==> src/rtl/riscv_operand_fetch_if.sv <==
// riscv_operand_fetch_if
//   Bundles the issue, operand, writeback and register-file signals of the
//   RISC-V operand-fetch sequencer.
//   slave  : view taken by riscv_operand_fetch.
//   master : view taken by the environment (decode/execute/register file).
//   Issue   : iss_valid/iss_ready, iss_rs1, iss_rs2, iss_rd, iss_wb
//   Operand : op_valid/op_ready, op_a, op_b, op_rd
//   Wback   : wb_valid, wb_rd, wb_data, wb_err
//   RF      : rf_cs, rf_ra, rf_rb, rf_rd, rf_wen, rf_data (request), rf_a, rf_b (read data)
interface riscv_operand_fetch_if #(
  parameter int unsigned XLEN = 32
);
  logic            iss_valid;
  logic            iss_ready;
  logic [4:0]      iss_rs1;
  logic [4:0]      iss_rs2;
  logic [4:0]      iss_rd;
  logic            iss_wb;

  logic            op_valid;
  logic            op_ready;
  logic [XLEN-1:0] op_a;
  logic [XLEN-1:0] op_b;
  logic [4:0]      op_rd;

  logic            wb_valid;
  logic [4:0]      wb_rd;
  logic [XLEN-1:0] wb_data;
  logic            wb_err;

  logic            rf_cs;
  logic [4:0]      rf_ra;
  logic [4:0]      rf_rb;
  logic [4:0]      rf_rd;
  logic            rf_wen;
  logic [XLEN-1:0] rf_data;
  logic [XLEN-1:0] rf_a;
  logic [XLEN-1:0] rf_b;

  modport slave (
    input  iss_valid, iss_rs1, iss_rs2, iss_rd, iss_wb,
    output iss_ready,
    output op_valid, op_a, op_b, op_rd,
    input  op_ready,
    input  wb_valid, wb_rd, wb_data,
    output wb_err,
    output rf_cs, rf_ra, rf_rb, rf_rd, rf_wen, rf_data,
    input  rf_a, rf_b
  );

  modport master (
    output iss_valid, iss_rs1, iss_rs2, iss_rd, iss_wb,
    input  iss_ready,
    input  op_valid, op_a, op_b, op_rd,
    output op_ready,
    output wb_valid, wb_rd, wb_data,
    input  wb_err,
    input  rf_cs, rf_ra, rf_rb, rf_rd, rf_wen, rf_data,
    output rf_a, rf_b
  );
endinterface

==> src/rtl/riscv_operand_fetch.sv <==
// riscv_operand_fetch
//   Operand-fetch and writeback sequencer in front of a RISC-V register file
//   with registered reads. Issue requests read both sources (S1), the read
//   data is registered into the operand stage (OUT) one cycle later. A busy
//   scoreboard stalls RAW/WAW hazards against outstanding writebacks; x0
//   always reads as zero and is never marked busy.
//   Ports:
//     clk  : clock, rising edge
//     rstn : asynchronous active-low reset
//     bus  : riscv_operand_fetch_if.slave (issue, operand, writeback, RF)
//   Optional feature macro: OPFETCH_FWD_EN
//     When defined, a busy source being written back in the same cycle is
//     forwarded from wb_data instead of stalling. WAW still stalls.
module riscv_operand_fetch #(
  parameter int unsigned XLEN = 32,
  parameter int unsigned NREG = 32
) (
  input logic                  clk,
  input logic                  rstn,
  riscv_operand_fetch_if.slave bus
);

  logic [NREG-1:0] busy;
  logic [NREG-1:0] busy_nxt;

  logic            s1_valid;
  logic [4:0]      s1_rs1;
  logic [4:0]      s1_rs2;
  logic [4:0]      s1_rd;

  logic            op_valid_q;
  logic [XLEN-1:0] op_a_q;
  logic [XLEN-1:0] op_b_q;
  logic [4:0]      op_rd_q;
  logic            wb_err_q;

  logic            rs1_stall;
  logic            rs2_stall;
  logic            hazard;
  logic            iss_ready_int;
  logic            iss_fire;
  logic            wb_fire;
  logic            wb_set_err;
  logic [XLEN-1:0] src_a;
  logic [XLEN-1:0] src_b;
  logic [XLEN-1:0] opa_nxt;
  logic [XLEN-1:0] opb_nxt;

`ifdef OPFETCH_FWD_EN
  logic            fwd_a;
  logic            fwd_b;
  logic            s1_fwd_a;
  logic            s1_fwd_b;
  logic [XLEN-1:0] s1_fwd_data;
`endif

  // Hazard detection and handshake
  always_comb begin
`ifdef OPFETCH_FWD_EN
    fwd_a     = bus.wb_valid && (bus.wb_rd == bus.iss_rs1) && (bus.iss_rs1 != '0);
    fwd_b     = bus.wb_valid && (bus.wb_rd == bus.iss_rs2) && (bus.iss_rs2 != '0);
    rs1_stall = busy[bus.iss_rs1] && !fwd_a;
    rs2_stall = busy[bus.iss_rs2] && !fwd_b;
`else
    rs1_stall = busy[bus.iss_rs1];
    rs2_stall = busy[bus.iss_rs2];
`endif
    hazard        = rs1_stall || rs2_stall || (bus.iss_wb && busy[bus.iss_rd]);
    // Gated by rstn so every output reads 0 while reset is held.
    iss_ready_int = rstn && !hazard && !s1_valid && (!op_valid_q || bus.op_ready);
    iss_fire      = bus.iss_valid && iss_ready_int;
    wb_fire       = rstn && bus.wb_valid;
    wb_set_err    = wb_fire && (bus.wb_rd != '0) && !busy[bus.wb_rd];
  end

  // Scoreboard next state: clear on writeback, set on issue; set wins.
  always_comb begin
    busy_nxt = busy;
    if (wb_fire) busy_nxt[bus.wb_rd] = 1'b0;
    if (iss_fire && bus.iss_wb && (bus.iss_rd != '0)) busy_nxt[bus.iss_rd] = 1'b1;
    busy_nxt[0] = 1'b0;
  end

  // Operand selection for the S1 -> OUT transfer
  always_comb begin
    src_a = bus.rf_a;
    src_b = bus.rf_b;
`ifdef OPFETCH_FWD_EN
    if (s1_fwd_a) src_a = s1_fwd_data;
    if (s1_fwd_b) src_b = s1_fwd_data;
`endif
    opa_nxt = (s1_rs1 == '0) ? '0 : src_a;
    opb_nxt = (s1_rs2 == '0) ? '0 : src_b;
  end

  always_ff @(posedge clk or negedge rstn) begin
    if (!rstn) begin
      busy        <= '0;
      s1_valid    <= 1'b0;
      s1_rs1      <= '0;
      s1_rs2      <= '0;
      s1_rd       <= '0;
      op_valid_q  <= 1'b0;
      op_a_q      <= '0;
      op_b_q      <= '0;
      op_rd_q     <= '0;
      wb_err_q    <= 1'b0;
`ifdef OPFETCH_FWD_EN
      s1_fwd_a    <= 1'b0;
      s1_fwd_b    <= 1'b0;
      s1_fwd_data <= '0;
`endif
    end else begin
      busy <= busy_nxt;
      if (wb_set_err) wb_err_q <= 1'b1;

      // Issue cannot fire while S1 is occupied, so S1 lives exactly one cycle.
      if (iss_fire) begin
        s1_valid    <= 1'b1;
        s1_rs1      <= bus.iss_rs1;
        s1_rs2      <= bus.iss_rs2;
        s1_rd       <= bus.iss_rd;
`ifdef OPFETCH_FWD_EN
        s1_fwd_a    <= fwd_a;
        s1_fwd_b    <= fwd_b;
        s1_fwd_data <= bus.wb_data;
`endif
      end else begin
        s1_valid <= 1'b0;
      end

      // Issue required OUT free or draining, so S1 always finds room here.
      if (s1_valid) begin
        op_valid_q <= 1'b1;
        op_a_q     <= opa_nxt;
        op_b_q     <= opb_nxt;
        op_rd_q    <= s1_rd;
      end else if (bus.op_ready) begin
        op_valid_q <= 1'b0;
      end
    end
  end

  assign bus.iss_ready = iss_ready_int;
  assign bus.op_valid  = op_valid_q;
  assign bus.op_a      = op_a_q;
  assign bus.op_b      = op_b_q;
  assign bus.op_rd     = op_rd_q;
  assign bus.wb_err    = wb_err_q;

  // Issue and writeback share one RF request cycle.
  assign bus.rf_cs   = iss_fire || wb_fire;
  assign bus.rf_ra   = iss_fire ? bus.iss_rs1 : '0;
  assign bus.rf_rb   = iss_fire ? bus.iss_rs2 : '0;
  assign bus.rf_rd   = wb_fire ? bus.wb_rd : '0;
  assign bus.rf_data = wb_fire ? bus.wb_data : '0;
  assign bus.rf_wen  = wb_fire && (bus.wb_rd != '0);

endmodule

==> src/flat_wrapper.sv <==
// flat-port wrapper written by rule: the top's interface ports become plain ports
module riscv_operand_fetch_flat 
#(
  parameter int unsigned XLEN = 32,
  parameter int unsigned NREG = 32
)
  (clk, rstn, bus_iss_valid, bus_iss_rs1, bus_iss_rs2, bus_iss_rd, bus_iss_wb, bus_iss_ready, bus_op_valid, bus_op_a, bus_op_b, bus_op_rd, bus_op_ready, bus_wb_valid, bus_wb_rd, bus_wb_data, bus_wb_err, bus_rf_cs, bus_rf_ra, bus_rf_rb, bus_rf_rd, bus_rf_wen, bus_rf_data, bus_rf_a, bus_rf_b);
  riscv_operand_fetch_if #(.XLEN(XLEN)) bus_i ();
  input logic clk;
  input logic rstn;
  input wire logic [$bits(bus_i.iss_valid)-1:0] bus_iss_valid;
  input wire logic [$bits(bus_i.iss_rs1)-1:0] bus_iss_rs1;
  input wire logic [$bits(bus_i.iss_rs2)-1:0] bus_iss_rs2;
  input wire logic [$bits(bus_i.iss_rd)-1:0] bus_iss_rd;
  input wire logic [$bits(bus_i.iss_wb)-1:0] bus_iss_wb;
  output wire logic [$bits(bus_i.iss_ready)-1:0] bus_iss_ready;
  output wire logic [$bits(bus_i.op_valid)-1:0] bus_op_valid;
  output wire logic [$bits(bus_i.op_a)-1:0] bus_op_a;
  output wire logic [$bits(bus_i.op_b)-1:0] bus_op_b;
  output wire logic [$bits(bus_i.op_rd)-1:0] bus_op_rd;
  input wire logic [$bits(bus_i.op_ready)-1:0] bus_op_ready;
  input wire logic [$bits(bus_i.wb_valid)-1:0] bus_wb_valid;
  input wire logic [$bits(bus_i.wb_rd)-1:0] bus_wb_rd;
  input wire logic [$bits(bus_i.wb_data)-1:0] bus_wb_data;
  output wire logic [$bits(bus_i.wb_err)-1:0] bus_wb_err;
  output wire logic [$bits(bus_i.rf_cs)-1:0] bus_rf_cs;
  output wire logic [$bits(bus_i.rf_ra)-1:0] bus_rf_ra;
  output wire logic [$bits(bus_i.rf_rb)-1:0] bus_rf_rb;
  output wire logic [$bits(bus_i.rf_rd)-1:0] bus_rf_rd;
  output wire logic [$bits(bus_i.rf_wen)-1:0] bus_rf_wen;
  output wire logic [$bits(bus_i.rf_data)-1:0] bus_rf_data;
  input wire logic [$bits(bus_i.rf_a)-1:0] bus_rf_a;
  input wire logic [$bits(bus_i.rf_b)-1:0] bus_rf_b;
  assign bus_i.iss_valid = bus_iss_valid;
  assign bus_i.iss_rs1 = bus_iss_rs1;
  assign bus_i.iss_rs2 = bus_iss_rs2;
  assign bus_i.iss_rd = bus_iss_rd;
  assign bus_i.iss_wb = bus_iss_wb;
  assign bus_iss_ready = bus_i.iss_ready;
  assign bus_op_valid = bus_i.op_valid;
  assign bus_op_a = bus_i.op_a;
  assign bus_op_b = bus_i.op_b;
  assign bus_op_rd = bus_i.op_rd;
  assign bus_i.op_ready = bus_op_ready;
  assign bus_i.wb_valid = bus_wb_valid;
  assign bus_i.wb_rd = bus_wb_rd;
  assign bus_i.wb_data = bus_wb_data;
  assign bus_wb_err = bus_i.wb_err;
  assign bus_rf_cs = bus_i.rf_cs;
  assign bus_rf_ra = bus_i.rf_ra;
  assign bus_rf_rb = bus_i.rf_rb;
  assign bus_rf_rd = bus_i.rf_rd;
  assign bus_rf_wen = bus_i.rf_wen;
  assign bus_rf_data = bus_i.rf_data;
  assign bus_i.rf_a = bus_rf_a;
  assign bus_i.rf_b = bus_rf_b;
  riscv_operand_fetch #(.XLEN(XLEN), .NREG(NREG)) u_core (.clk(clk), .rstn(rstn), .bus(bus_i));
endmodule
==> config.mk <==
export PLATFORM = sky130hd
export DESIGN_NAME = riscv_operand_fetch_flat
export DESIGN_NICKNAME = d
export VERILOG_FILES = /design/src/rtl/riscv_operand_fetch_if.sv /design/src/rtl/riscv_operand_fetch.sv /design/src/flat_wrapper.sv
export SDC_FILE = /design/constraint.sdc
export NUM_CORES = 1
export LEC_CHECK = 0
export CAP_MARGIN = 20
export CORE_UTILIZATION = 30
export DETAILED_ROUTE_END_ITERATION = 16
export GPL_TIMING_DRIVEN = 1
export PLACE_DENSITY = 0.62
export SYNTH_ARGS = -nofsm -noshare
export SYNTH_HDL_FRONTEND = slang
export SYNTH_SLANG_ARGS = --single-unit
==> constraint.sdc <==
create_clock -name clk -period 3.3 [get_ports clk]
set_input_delay 0.66 -clock clk [delete_from_list [all_inputs] [get_ports clk]]
set_output_delay 0.66 -clock clk [all_outputs]
set_load 0.02 [all_outputs]
==> qor.yml, run 1 <==
synthesis:
  yosys.area.top_type: "dfrtp_1"
  synthArstFlopShare_pct: 100
  synth_top_area_share_pct: 46.9
  synthAdderAreaFrac_pct: 0
  avgSynthCellArea_um2: 9.83
  synth.most_common_cell: "dfrtp_1"
  postSynthCellCount: 640
  synth_mux_area_share_pct: 15.1
  synthTopCellsByArea: "dfrtp_1, o21ai_0, mux4_2"
  synth_nets: 762
  synth_seq_cells: 118
  yosysWarnings: 0
  syn_area_um2: 6290
  synth_cell_type_count: 53
  synthSimpleGateAreaFrac_pct: 14.8
  synthTopCellsByCount: "dfrtp_1, o21ai_0, nand2_1, inv_1, and3_1"
  synth_edf_count: 0
  synthFlopType: "dfrtp_1"
  synth_compound_area_share_pct: 14.9
  yosysSeqAreaShare_pct: 46.9
  synth_xor_area_share_pct: 0
  synth_top_family_by_area: "multiplexers"
critical_path:
  crit_type: "flip-flop to output port"
  worst_ep_required_time_ns: 2.64
  crit_fanout: 8
  startpoint_type: "flip-flop"
  crit_arrival_ns: 2.79
  endpoint_kind: "output port"
placement:
  dp_hpwl_um: 15600
  pre_cts_ws_ns: -1.30
  port_buffers: 242
  placed_cell_area_um2: 9540
  gp_congestion: 0.867
power_and_ir_drop:
  p_leak_nw: 4.63
  power.total_w: 0.00606
  powerDensity_nw_per_um2: 584
  max-vdd-ir-drop_mv: 0.292
floorplanning:
  initial_core_util_pct: 30.9
  dieArea_um2: 21600
  die_y_um: 147
  pin_count: 243
  die_x_um: 147
  rows: 52
  core_area_um2: 20400
clocking:
  cts.path.max_buffers: 2
  cts_tree: "done"
  clk_pin_slew_ns: 0.06
  cts_buffers: 17
  root_buffer: "clkbuf_16"
  clock_sinks: 118
  clock_latency_ns: 0.42
  cts_htree_levels: 4
cells_and_area:
  synthToLayoutAreaGrowth_pct: 65.1
  design_area_um2: 10400
  final_nets: 1078
  drive_gt1_share_pct: 24.0
  n_antenna_cell: 0
  fillerInstances: 1873
hold_path:
  hold_class: "primary input to asynchronous set/reset pin"
timing:
  relSlewSlack_pct: 46.6
  min_period_over_period_pct: 105
  max_freq_mhz: 290
  finalMaxSlewViolations: 0
  setup_ws_ns: -0.150
  worstMarginPinSlew_ns: 0.802
  setup_violations: 11
  min_period_ns: 3.45
  rsz0062_at_grt: "true"
  skew_ns: 0.00808
  hold_violations: 0
routing:
  ant_nets: 0
  viasPerCell: 4.96
  drt_wl_total_um: 21800
  drcViolationCount: 0
  wl_per_cell_um: 17.6
  drtIter0Drc: 457
  vias: 6151
  firstDrtPassIters: 5
grt:
  grtUsageTotal_pct: 20.3
  grt_first_pass_wirelength_um: 33700
  antenna_found_initial: 0
  grt_pass1_vias: 6103
  grt_start_max_net_pins: 73
  gr-total-overflow: 0
status:
  status: "finished, violations left"
  violations: "setup timing"
flow_run:
  maxCapViolations: 0
-- path summary, 6_finish.rpt --
path | startpoint | to | slack [ns] | depth (start not counted)
max reg2reg | u_core.busy[17] | u_core.busy[24] | 0.38 | 8
min reg2reg | u_core.bus.wb_err | u_core.bus.wb_err | 0.47 | 1
max | u_core.busy[17] | bus_rf_ra[1] | -0.15 | 8
max in group asynchronous | rstn | u_core.s1_valid | 1.18 | 4
min | rstn | u_core.bus.wb_err | 0.25 | 2
min in group clk | u_core.bus.wb_err | u_core.bus.wb_err | 0.47 | 1
-- state kept, by name, indices dropped and copies added, names as in the netlist --
| register | count |
|---|---|
| u_core.bus.op_b | 32 |
| u_core.bus.op_rd | 5 |
| u_core.s1_rs2 | 5 |
| u_core.bus.op_valid | 1 |
| u_core.bus.op_a | 32 |
| u_core.s1_valid | 1 |
| u_core.busy | 31 |
| u_core.bus.wb_err | 1 |
| u_core.s1_rs1 | 5 |
| u_core.s1_rd | 5 |
-- through the flow --
stage,hold slack [ns],util [%],TNS [ns],instances
floorplan,0.364,-,-0.148,640
global placement,0.464,46.9,-40.17,1190
detailed placement,0.465,46.9,-42.13,1190
CTS,0.227,50.4,-2.33,1230
global route,0.259,51.0,-2.38,1239
finish,0.245,51.0,-1.54,1239
-- layer usage --
| metal | track usage (%) | up-vias | share of wire, % |
|---|---|---|---|
| li1 | - | 2874 | - |
| met1 | 26.4 | 2885 | 43 |
| met2 | 33.0 | 352 | 47 |
| met3 | 4.47 | 40 | 8.4 |
| met4 | 7.45 | 0 | 2.0 |
| met5 | 0 | - | 0 |
-- kinds of logic (layout without fill, tap and decap cells) --
group | count (synthesis) | after routing
buf+inv | 123 | 452
simple gates | 180 | 180
mux | 65 | 65
flops | 118 | 118
compound gates | 154 | 154
-- area by class of cell --
| cell class | count | area (um2) | share of cell area (%) |
|---|---|---|---|
| inverters | 71 | 272 | 2.61 |
| multi-input cells | 399 | 2940 | 28.4 |
| clock buffers | 18 | 439 | 4.23 |
| clock inverters | 14 | 174 | 1.67 |
| flip-flops and latches | 118 | 2960 | 28.5 |
| well taps | 270 | 338 | 3.25 |
| repair buffers | 349 | 3260 | 31.4 |
-- placed cells by master, fill, tap and decap left out, types with 6 or more instances in the layout --
cell type        Yosys  final
and2_4               0      7
and3_1              38     38
buf_4                0     99
buf_6                7     20
clkbuf_16            0     17
clkdlybuf4s50_1      0    216
dfrtp_1            118    113
inv_1               70     70
mux2_2              19     19
mux2i_1             19     18
mux4_2              20     20
nand2_1             77     76
nand2b_1             7      7
nand3_1              6      6
nor2b_1              8      7
o21ai_0             95     95
o31ai_1             31     31
-- what timing repair did --
item | 4_1_cts | 5_1_grt
gates cloned | 1 | 1
setup buffers | 7 | 9
resized for setup | 101 | 29
setup endpoints to repair | 53 | 12
hold buffers | 0 | 0
pin swaps | 8 | 8
-- where the power goes --
| part | total, W | internal [W] | switching [W] |
|---|---|---|---|
| Combinational | 0.00210 | 0.00107 | 0.00103 |
| Clock | 0.00191 | 0.00121 | 0.000697 |
| Sequential | 0.00205 | 0.00184 | 0.000216 |
| Total | 0.00606 | 0.00412 | 0.00194 |
-- critical path, cell delays in order (launching register included) --
cell and delay [ns]:
dfrtp_1 0.45, mux4_2 0.49, a32o_1 0.24, o21ai_1 0.15, nand3_1 0.12, or4b_4 0.57
inv_6 0.11, and2_4 0.14, buf_6 0.11
Note: power is estimated with default switching activity, not from simulation.
==> run 2: changes to the inputs <==
--- a/config.mk
+++ b/config.mk
@@ -5,7 +5,6 @@
 export SDC_FILE = /design/constraint.sdc
 export NUM_CORES = 1
 export LEC_CHECK = 0
-export CAP_MARGIN = 20
 export CORE_UTILIZATION = 30
 export DETAILED_ROUTE_END_ITERATION = 16
 export GPL_TIMING_DRIVEN = 1
==> results of run 2 <==
Same layout as run 1: the final DEF is identical, and so are final timing and power.
==> run 3: changes to the inputs <==
--- a/config.mk
+++ b/config.mk
@@ -6,9 +6,10 @@
 export NUM_CORES = 1
 export LEC_CHECK = 0
 export CORE_UTILIZATION = 30
+export CTS_BUF_LIST = sky130_fd_sc_hd__clkbuf_16
 export DETAILED_ROUTE_END_ITERATION = 16
 export GPL_TIMING_DRIVEN = 1
-export PLACE_DENSITY = 0.62
+export PLACE_DENSITY = 0.59
 export SYNTH_ARGS = -nofsm -noshare
 export SYNTH_HDL_FRONTEND = slang
 export SYNTH_SLANG_ARGS = --single-unit
==> constraint.sdc (replaced) <==
create_clock -name clk -period 3.9 [get_ports clk]
set_input_delay 0.78 -clock clk [delete_from_list [all_inputs] [get_ports clk]]
set_output_delay 0.78 -clock clk [all_outputs]
set_load 0.02 [all_outputs]
==> run 3 against run 2 <==
Against the previous run: the run now ends clean; via count fell by 5.6%; largest power group is now registers; setup slack improved by 0.24 ns; final cell count is 3.6% lower; critical endpoint is now bus_rf_rb[0]; power decreased by 17%; clock-buffer cell count down 1.
==> qor.yml, run 3 (synthesized netlist as in run 1, its figures left out) <==
status:
  status: "finished clean"
floorplanning:
  core_area_um2: 20400
  pin_count: 243
  die_x_um: 147
  initial_core_util_pct: 30.9
  rows: 52
  die_y_um: 147
  dieArea_um2: 21600
critical_path:
  endpoint_kind: "output port"
  crit_fanout: 7
  startpoint_type: "primary input"
  crit_type: "primary input to output port"
  crit_arrival_ns: 3.03
  rrSetupSlack_ns: 1.09
  worst_ep_required_time_ns: 3.12
clocking:
  clk_pin_slew_ns: 0.06
  cts_tree: "done"
  holdBufCountCts: 0
  root_buffer: "clkbuf_16"
  post_cts_buffers: 0
  cts.path.max_buffers: 2
  clock_latency_ns: 0.42
  clock_sinks: 118
  cts_buffers: 17
  cts_htree_levels: 4
placement:
  pre_cts_ws_ns: -0.882
  gp_congestion: 0.854
  placed_cell_area_um2: 9300
  dp_hpwl_um: 15000
  port_buffers: 242
timing:
  skew_ns: 0.00832
  setup_ws_ns: 0.0888
  setup_violations: 0
  hold_violations: 0
  rsz0062_at_grt: "false"
  max_freq_mhz: 262
  min_period_ns: 3.81
  finalMaxSlewViolations: 0
  worstMarginPinSlew_ns: 0.835
  min_period_over_period_pct: 97.7
  relSlewSlack_pct: 44.3
cells_and_area:
  final_cell_mix: "clkdlybuf4s50_1, dfrtp_1, o21ai_0, nand2_1, inv_1"
  drive_gt1_share_pct: 17.7
  synthToLayoutAreaGrowth_pct: 56.9
  n_antenna_cell: 0
  final_nets: 1034
  design_area_um2: 9870
  final_common_cell: "clkdlybuf4s50_1"
routing:
  met1Wirelength_um: 9170
  drt_wl_total_um: 20700
  firstDrtPassIters: 4
  viasPerCell: 4.86
  wl_met2_um: 9500
  drtIter0Drc: 441
  wl_met3_um: 1860
  wl_per_cell_um: 17.4
  ant_nets: 0
  vias: 5809
  drcViolationCount: 0
  top_layer: "met4"
grt:
  grt_pass1_vias: 5934
  grtUsageTotal_pct: 19.7
  grt_start_max_net_pins: 158
  antenna_found_initial: 1
  gr-total-overflow: 0
  grt_first_pass_wirelength_um: 32800
power_and_ir_drop:
  power.total_w: 0.00501
  max-vdd-ir-drop_mv: 0.200
  p_leak_nw: 4.34
  powerDensity_nw_per_um2: 508
flow_run:
  maxCapViolations: 0
hold_path:
  hold_class: "primary input to asynchronous set/reset pin"
run 3: changes by cell type in the layout (fill, tap and decap cells not counted), moves of 4 or more:
| cell | change |
|---|---|
| and2_4 | -7 |
| dfrtp_2 | -4 |
| buf_4 | -32 |
| dfrtp_1 | +4 |
| and2_1 | +7 |
| clkdlybuf4s50_1 | +4 |
| buf_6 | -17 |
run 3: where the power goes:
part	internal (W)	switching [W]	total (W)	leakage [nW]
Clock	0.000955	0.000628	0.00158	0.281
Combinational	0.000847	0.000828	0.00167	2.57
Sequential	0.00155	0.000200	0.00175	1.49
Total	0.00335	0.00166	0.00501	4.34
run 3: final timing paths:
path	start	endpoint	depth (start not counted)
max reg2reg	u_core.busy[23]	u_core.busy[31]	8
max	bus_iss_rs1[1]	bus_rf_rb[0]	10
max in group asynchronous	rstn	u_core.s1_valid	2
min	rstn	u_core.busy[17]	2
min in group clk	u_core.bus.wb_err	u_core.bus.wb_err	1
min reg2reg	u_core.bus.wb_err	u_core.bus.wb_err	1
run 3: area by class of cell:
cell class | count | area (um2)
Multi-Input combinational cell | 399 | 2840
Timing Repair Buffer | 305 | 2880
Clock inverter | 15 | 168
Inverter | 71 | 269
Fill cell | 1930 | 10500
Sequential cell | 118 | 2950
Tap cell | 270 | 338
Clock buffer | 17 | 425
run 3: routing by layer:
metal	GRT usage, %	up-vias
li1	-	2787
met1	26.1	2723
met2	31.2	277
met3	6.09	22
met4	5.36	0
met5	0	-
run 3: repair_timing:
action / in CTS / in global routing
gates resized for setup: 64 / 15
endpoints found under the hold margin: 0 / 0
pin swaps: 6 / 3
endpoints found under the setup margin: 12 / 12
run 3: worst max-delay path: stages:
cell      delay (ns)
clkbuf_2        0.11
buf_12          0.13
mux4_2          0.48
a32o_1          0.28
o21ai_2         0.16
nand3_2         0.09
or4b_4          0.61
buf_4           0.17
nor2_1          0.08
buf_4           0.14
run 3: per-stage QoR:
stage	std cells	hold slack [ns]	setup TNS [ns]	util [%]
2_1_floorplan	640	0.448	0	-
3_3_place_gp	1163	0.470	-10.53	45.7
3_5_place_dp	1163	0.463	-10.23	45.7
4_1_cts	1195	0.487	0	48.4
5_1_grt	1195	0.513	0	48.5
6_report	1195	0.450	0	48.5
